[src/rtl/frame_trigger_scheduler.sv]
// frame_trigger_scheduler
// Capture-side scheduler that decides when the frame buffer holds enough
// captured lines to start the read side. It issues a single starttrigger
// pulse per fill, and tracks lines and frames while running. It detects
// loss of input with a watchdog and restarts the schedule when the capture
// mode (line_doubler) changes.
module frame_trigger_scheduler #(
    parameter logic [11:0] FILL_LINES    = 12'd2,
    parameter logic [11:0] FILL_LINES_LD = 12'd4,
    parameter logic [11:0] LINES_MAX     = 12'd4095,
    parameter logic [20:0] TIMEOUT       = 21'd900900
) (
    input  logic        clock,
    input  logic        reset,
    input  logic        enable,
    input  logic        line_doubler,
    input  logic        frame_start,
    input  logic        line_done,
    output logic        starttrigger,
    output logic        resync,
    output logic        signal_lost,
    output logic [2:0]  state,
    output logic [11:0] lines_written,
    output logic [7:0]  frame_count
);

    typedef enum logic [2:0] {
        IDLE       = 3'd0,
        WAIT_FRAME = 3'd1,
        FILL       = 3'd2,
        RUN        = 3'd3,
        LOST       = 3'd4
    } state_t;

    state_t      state_q;
    state_t      state_nxt;
    logic        starttrigger_nxt;
    logic        resync_nxt;
    logic        signal_lost_nxt;
    logic [11:0] lines_written_nxt;
    logic [7:0]  frame_count_nxt;
    logic [20:0] watchdog;
    logic [20:0] watchdog_nxt;
    logic        line_doubler_q;

    logic        mode_change;
    logic [11:0] fill_threshold;
    logic [11:0] lines_inc;
    logic [20:0] watchdog_inc;
    logic        watchdog_expired;

    // The mode is compared against last cycle's sample; the threshold uses
    // the live value, which equals the sampled one whenever no change is seen.
    assign mode_change      = line_doubler ^ line_doubler_q;
    assign fill_threshold   = line_doubler ? FILL_LINES_LD : FILL_LINES;
    assign lines_inc        = lines_written + 12'd1;
    assign watchdog_inc     = watchdog + 21'd1;
    assign watchdog_expired = (watchdog_inc == TIMEOUT);

    assign state = state_q;

    // Next-state and next-output decode; enable and mode change dominate.
    always_comb begin
        state_nxt         = state_q;
        starttrigger_nxt  = 1'b0;
        resync_nxt        = 1'b0;
        signal_lost_nxt   = signal_lost;
        lines_written_nxt = lines_written;
        frame_count_nxt   = frame_count;
        watchdog_nxt      = watchdog;

        if (!enable) begin
            state_nxt         = IDLE;
            signal_lost_nxt   = 1'b0;
            lines_written_nxt = 12'd0;
            frame_count_nxt   = 8'd0;
            watchdog_nxt      = 21'd0;
        end else begin
            case (state_q)
                IDLE: begin
                    state_nxt         = WAIT_FRAME;
                    signal_lost_nxt   = 1'b0;
                    lines_written_nxt = 12'd0;
                    frame_count_nxt   = 8'd0;
                    watchdog_nxt      = 21'd0;
                end

                WAIT_FRAME, FILL, RUN, LOST: begin
                    if (mode_change) begin
                        // Stored lines were captured in the old mode; start over.
                        state_nxt         = WAIT_FRAME;
                        resync_nxt        = 1'b1;
                        signal_lost_nxt   = 1'b0;
                        lines_written_nxt = 12'd0;
                        frame_count_nxt   = 8'd0;
                        watchdog_nxt      = 21'd0;
                    end else begin
                        case (state_q)
                            WAIT_FRAME: begin
                                // Lines from a partial frame are not counted.
                                if (frame_start) begin
                                    state_nxt         = FILL;
                                    lines_written_nxt = 12'd0;
                                    watchdog_nxt      = 21'd0;
                                end
                            end

                            FILL: begin
                                if (frame_start) begin
                                    // A new frame restarts the fill; any
                                    // simultaneous line_done is dropped.
                                    lines_written_nxt = 12'd0;
                                    watchdog_nxt      = 21'd0;
                                end else if (watchdog_expired) begin
                                    state_nxt         = LOST;
                                    signal_lost_nxt   = 1'b1;
                                    lines_written_nxt = 12'd0;
                                    watchdog_nxt      = 21'd0;
                                end else begin
                                    watchdog_nxt = watchdog_inc;
                                    if (line_done) begin
                                        lines_written_nxt = lines_inc;
                                        if (lines_inc == fill_threshold) begin
                                            state_nxt        = RUN;
                                            starttrigger_nxt = 1'b1;
                                            frame_count_nxt  = 8'd0;
                                        end
                                    end
                                end
                            end

                            RUN: begin
                                if (frame_start) begin
                                    lines_written_nxt = 12'd0;
                                    frame_count_nxt   = frame_count + 8'd1;
                                    watchdog_nxt      = 21'd0;
                                end else if (watchdog_expired) begin
                                    state_nxt         = LOST;
                                    signal_lost_nxt   = 1'b1;
                                    lines_written_nxt = 12'd0;
                                    watchdog_nxt      = 21'd0;
                                end else begin
                                    watchdog_nxt = watchdog_inc;
                                    if (line_done && (lines_written != LINES_MAX)) begin
                                        lines_written_nxt = lines_inc;
                                    end
                                end
                            end

                            LOST: begin
                                // Input came back: refill from scratch.
                                watchdog_nxt = 21'd0;
                                if (frame_start) begin
                                    state_nxt         = FILL;
                                    signal_lost_nxt   = 1'b0;
                                    frame_count_nxt   = 8'd0;
                                    lines_written_nxt = 12'd0;
                                    resync_nxt        = 1'b1;
                                end
                            end

                            default: begin
                                state_nxt = IDLE;
                            end
                        endcase
                    end
                end

                default: begin
                    // Unused encodings recover through IDLE.
                    state_nxt         = IDLE;
                    signal_lost_nxt   = 1'b0;
                    lines_written_nxt = 12'd0;
                    frame_count_nxt   = 8'd0;
                    watchdog_nxt      = 21'd0;
                end
            endcase
        end
    end

    // State and output registers; resync is masked so it can never stretch.
    always_ff @(posedge clock or negedge reset) begin
        if (!reset) begin
            state_q        <= IDLE;
            starttrigger   <= 1'b0;
            resync         <= 1'b0;
            signal_lost    <= 1'b0;
            lines_written  <= 12'd0;
            frame_count    <= 8'd0;
            watchdog       <= 21'd0;
            line_doubler_q <= 1'b0;
        end else begin
            state_q        <= state_nxt;
            starttrigger   <= starttrigger_nxt & ~starttrigger;
            resync         <= resync_nxt & ~resync;
            signal_lost    <= signal_lost_nxt;
            lines_written  <= lines_written_nxt;
            frame_count    <= frame_count_nxt;
            watchdog       <= watchdog_nxt;
            line_doubler_q <= line_doubler;
        end
    end

endmodule
[config.mk]
export PLATFORM = sky130hd
export DESIGN_NAME = frame_trigger_scheduler
export DESIGN_NICKNAME = d
export VERILOG_FILES = /design/src/rtl/frame_trigger_scheduler.sv
export SDC_FILE = /design/constraint.sdc
export NUM_CORES = 1
export LEC_CHECK = 0
export BUFFER_PORTS_ARGS = -buffer_cell sky130_fd_sc_hd__buf_2
export CAP_MARGIN = 20
export CORE_MARGIN = 10
export CORE_UTILIZATION = 40
export DETAILED_ROUTE_END_ITERATION = 7
export HOLD_SLACK_MARGIN = 0.08
export PLACE_DENSITY = 0.67
export SLEW_MARGIN = 10
export SYNTH_ARGS = -nofsm -noshare
export SYNTH_HDL_FRONTEND = slang
export SYNTH_SLANG_ARGS = --single-unit
[constraint.sdc]
create_clock -name clock -period 3.9 [get_ports clock]
set_input_delay 0.78 -clock clock [delete_from_list [all_inputs] [get_ports clock]]
set_output_delay 0.78 -clock clock [all_outputs]
set_load 0.05 [all_outputs]
==> impl_metrics.json <==
{
  "outcome": "finished clean",
  "crit_path_cell_trace": "ha_1 > nand3_1 > nor4_1 > and4b_1 > nor3_2 > or4_1 > nand2_1 > o22ai_1",
  "relSlewSlack_pct": 61.1,
  "layout-drive-gt1-share_pct": 15.2,
  "cp-start-kind": "register",
  "synth_top_area_share_pct": 34.8,
  "die_w_um": 113,
  "clockBufferDepth": 2,
  "maxCapViolCount": 0,
  "portBuffers": 31,
  "min_period_ps": 3320,
  "cts-resized-gates": 0,
  "synth.cell_area_mm2": 0.00345,
  "grt_pass1_wl_mm": 16.3,
  "vias_per_cell": 6.34,
  "cpLargestDelayFamily": "simple AND/OR/NAND/NOR gates",
  "arrival_ps": 3460,
  "num_vias": 3341,
  "tns_ps": 0,
  "slew_violations": 0,
  "path_buf_inv": 0,
  "nFillCells": 814,
  "initial_core_util_pct": 41.6,
  "clock.fmax_mhz": 302,
  "wl_per_cell_um": 17.9,
  "io_pins": 32,
  "antenna_found_initial": 0,
  "min_period_over_period_pct": 85.0,
  "synth-seq-cells": 48,
  "setup_violations": 0,
  "synth-edff-count": 0,
  "syn_to_final_growth_pct": 9.39,
  "track_usage_pct": 14.8,
  "routed_wl_mm": 9.46,
  "die-area_mm2": 0.0127,
  "synthCells": 402,
  "synthDistinctLibCells": 64,
  "coreArea_mm2": 0.00830,
  "gr-total-overflow": 0,
  "path_max_fanout": 12,
  "antenna_left": 0,
  "hpwl_mm": 6.84,
  "yosysWarnings": 0,
  "grt_pass1_vias": 3219,
  "yosysMostFrequentCell": "dfrtp_1",
  "worstPathRequired_ps": 4050,
  "rsz0062_at_grt": "false",
  "fin_nets": 431,
  "endpoint_kind": "register",
  "whs_ps": 440,
  "yosysSeqAreaShare_pct": 34.8,
  "ys_top_cells_by_count": "dfrtp_1 (48), nand2_1 (31), a31oi_1 (26), nor2_1 (26), nand3_1 (24)",
  "grt_max_degree": 34,
  "worst_pin_slew_ps": 582,
  "initialDrtViolationCount": 232,
  "synth_nets": 411,
  "place_congestion": 0.920,
  "dieHeight_um": 113,
  "post_cts_buffers": 0,
  "path_class": "reg2reg",
  "yosysTopAreaCell": "dfrtp_1",
  "power.density_mw_per_mm2": 249,
  "cts_root_buffer": "clkbuf_8",
  "synth_area_leaders": "dfrtp_1 (35%), a31oi_1 (4.7%), nand3_1 (3.5%)",
  "ir_worst_vdd_uv": 155,
  "synthArstFlopShare_pct": 100,
  "antenna_cells": 0,
  "syn_avg_cell_area_um2": 8.58,
  "cts_buffers": 5,
  "htree_levels": 2,
  "worstHoldPathType": "in2async",
  "first_pass_iters": 5,
  "drc": 0,
  "tritoncts": "done",
  "synthFlopType": "dfrtp_1",
  "final_hold_viol_count": 0,
  "clock-sinks": 48,
  "cts-hold-fix-buffers": 0,
  "critPathSlowestCell": "or4_1",
  "num_rows": 33,
  "clock_latency_ps": 300,
  "p_leak_uw": 0.00150,
  "skew_ps": 9.76,
  "slowest_delay_ps": 600,
  "clkTransAtPathRegs_ps": 90
}
## registers in the layout, indices dropped and copies added (netlist names)
| name | cells |
|---|---|
| starttrigger | 1 |
| frame_count | 8 |
| resync | 1 |
| state | 3 |
| line_doubler_q | 1 |
| signal_lost | 1 |
| watchdog | 21 |
| lines_written | 12 |
## cells in the final DEF (no fill, tap or decap), drive strengths merged, types with 4 or more instances in the layout
cell type	synthesis	final
nand2	31	31
o31ai	4	4
a21oi	9	9
nor3	12	12
nand4	13	13
nand2b	4	4
dfrtp	48	48
inv	17	17
xnor2	5	5
or4	10	10
and4	5	5
o21a	8	8
o41ai	7	7
nor2	27	27
o22ai	6	6
a32oi	9	9
nand3	24	24
mux2i	6	6
a22o	4	4
and3	7	7
and2	9	9
a31oi	26	26
a41oi	4	4
o211ai	5	5
or3	12	12
buf	11	42
clkbuf	18	6
nor4	7	7
o21ai	19	19
## cells by family (layout without fill, tap and decap cells)
kind of cell	Yosys count	after routing	share of synthesized area [%]
AND/OR/NAND/NOR	173	173	29.0
flip-flops	48	48	34.8
multiplexers	6	6	1.74
buffers and inverters	46	66	6.13
AO/OA/AOI/OAI	118	118	24.6
XOR/XNOR	8	8	2.57
adder cells (fa/ha/maj)	3	3	1.09
## path summary, 6_finish.rpt
path | startpoint | cells after the start | to | slack [ps]
min in group clock | resync | 1 | resync | 440
max in group asynchronous | reset | 2 | watchdog[18] | 2710
worst min-delay path | reset | 1 | watchdog[16] | 440
worst max-delay path | watchdog[0] | 8 | watchdog[14] | 580
worst min register to register | resync | 1 | resync | 440
worst max register to register | watchdog[0] | 8 | watchdog[14] | 580
## metal layers
| metal | GRT usage [%] | wire (µm) |
|---|---|---|
| met5 | 0 | 0 |
| met2 | 24.1 | 4530 |
| met3 | 2.38 | 434 |
| met1 | 19.5 | 4340 |
| met4 | 4.40 | 150 |
## stage by stage
stage | util [%] | cell area [µm²] | setup WS, ps | power, µW | std cells
finish | 45.5 | 3770 | 585 | 940 | 527
global route | 45.5 | 3770 | 299 | 986 | 527
CTS | 45.5 | 3770 | 598 | 951 | 527
detailed placement | 44.4 | 3680 | 627 | 638 | 520
global placement | 44.4 | 3680 | 629 | 637 | 520
floorplan | - | 3450 | 1120 | 597 | 402
## where the power goes
| group | internal (µW) | switching, µW |
|---|---|---|
| Combinational | 33.2 | 76.6 |
| Sequential | 503 | 14.3 |
| Clock | 142 | 171 |
## layout make-up
cell class | count | area (µm²) | area share (%)
clock buffers | 6 | 82.6 | 2.19
clock inverters | 1 | 8.76 | 0.232
repair buffers | 42 | 238 | 6.30
inverters | 17 | 63.8 | 1.69
well taps | 105 | 131 | 3.48
flip-flops and latches | 48 | 1200 | 31.8
multi-input cells | 308 | 2050 | 54.3
Power figures use the tool's default switching activity.
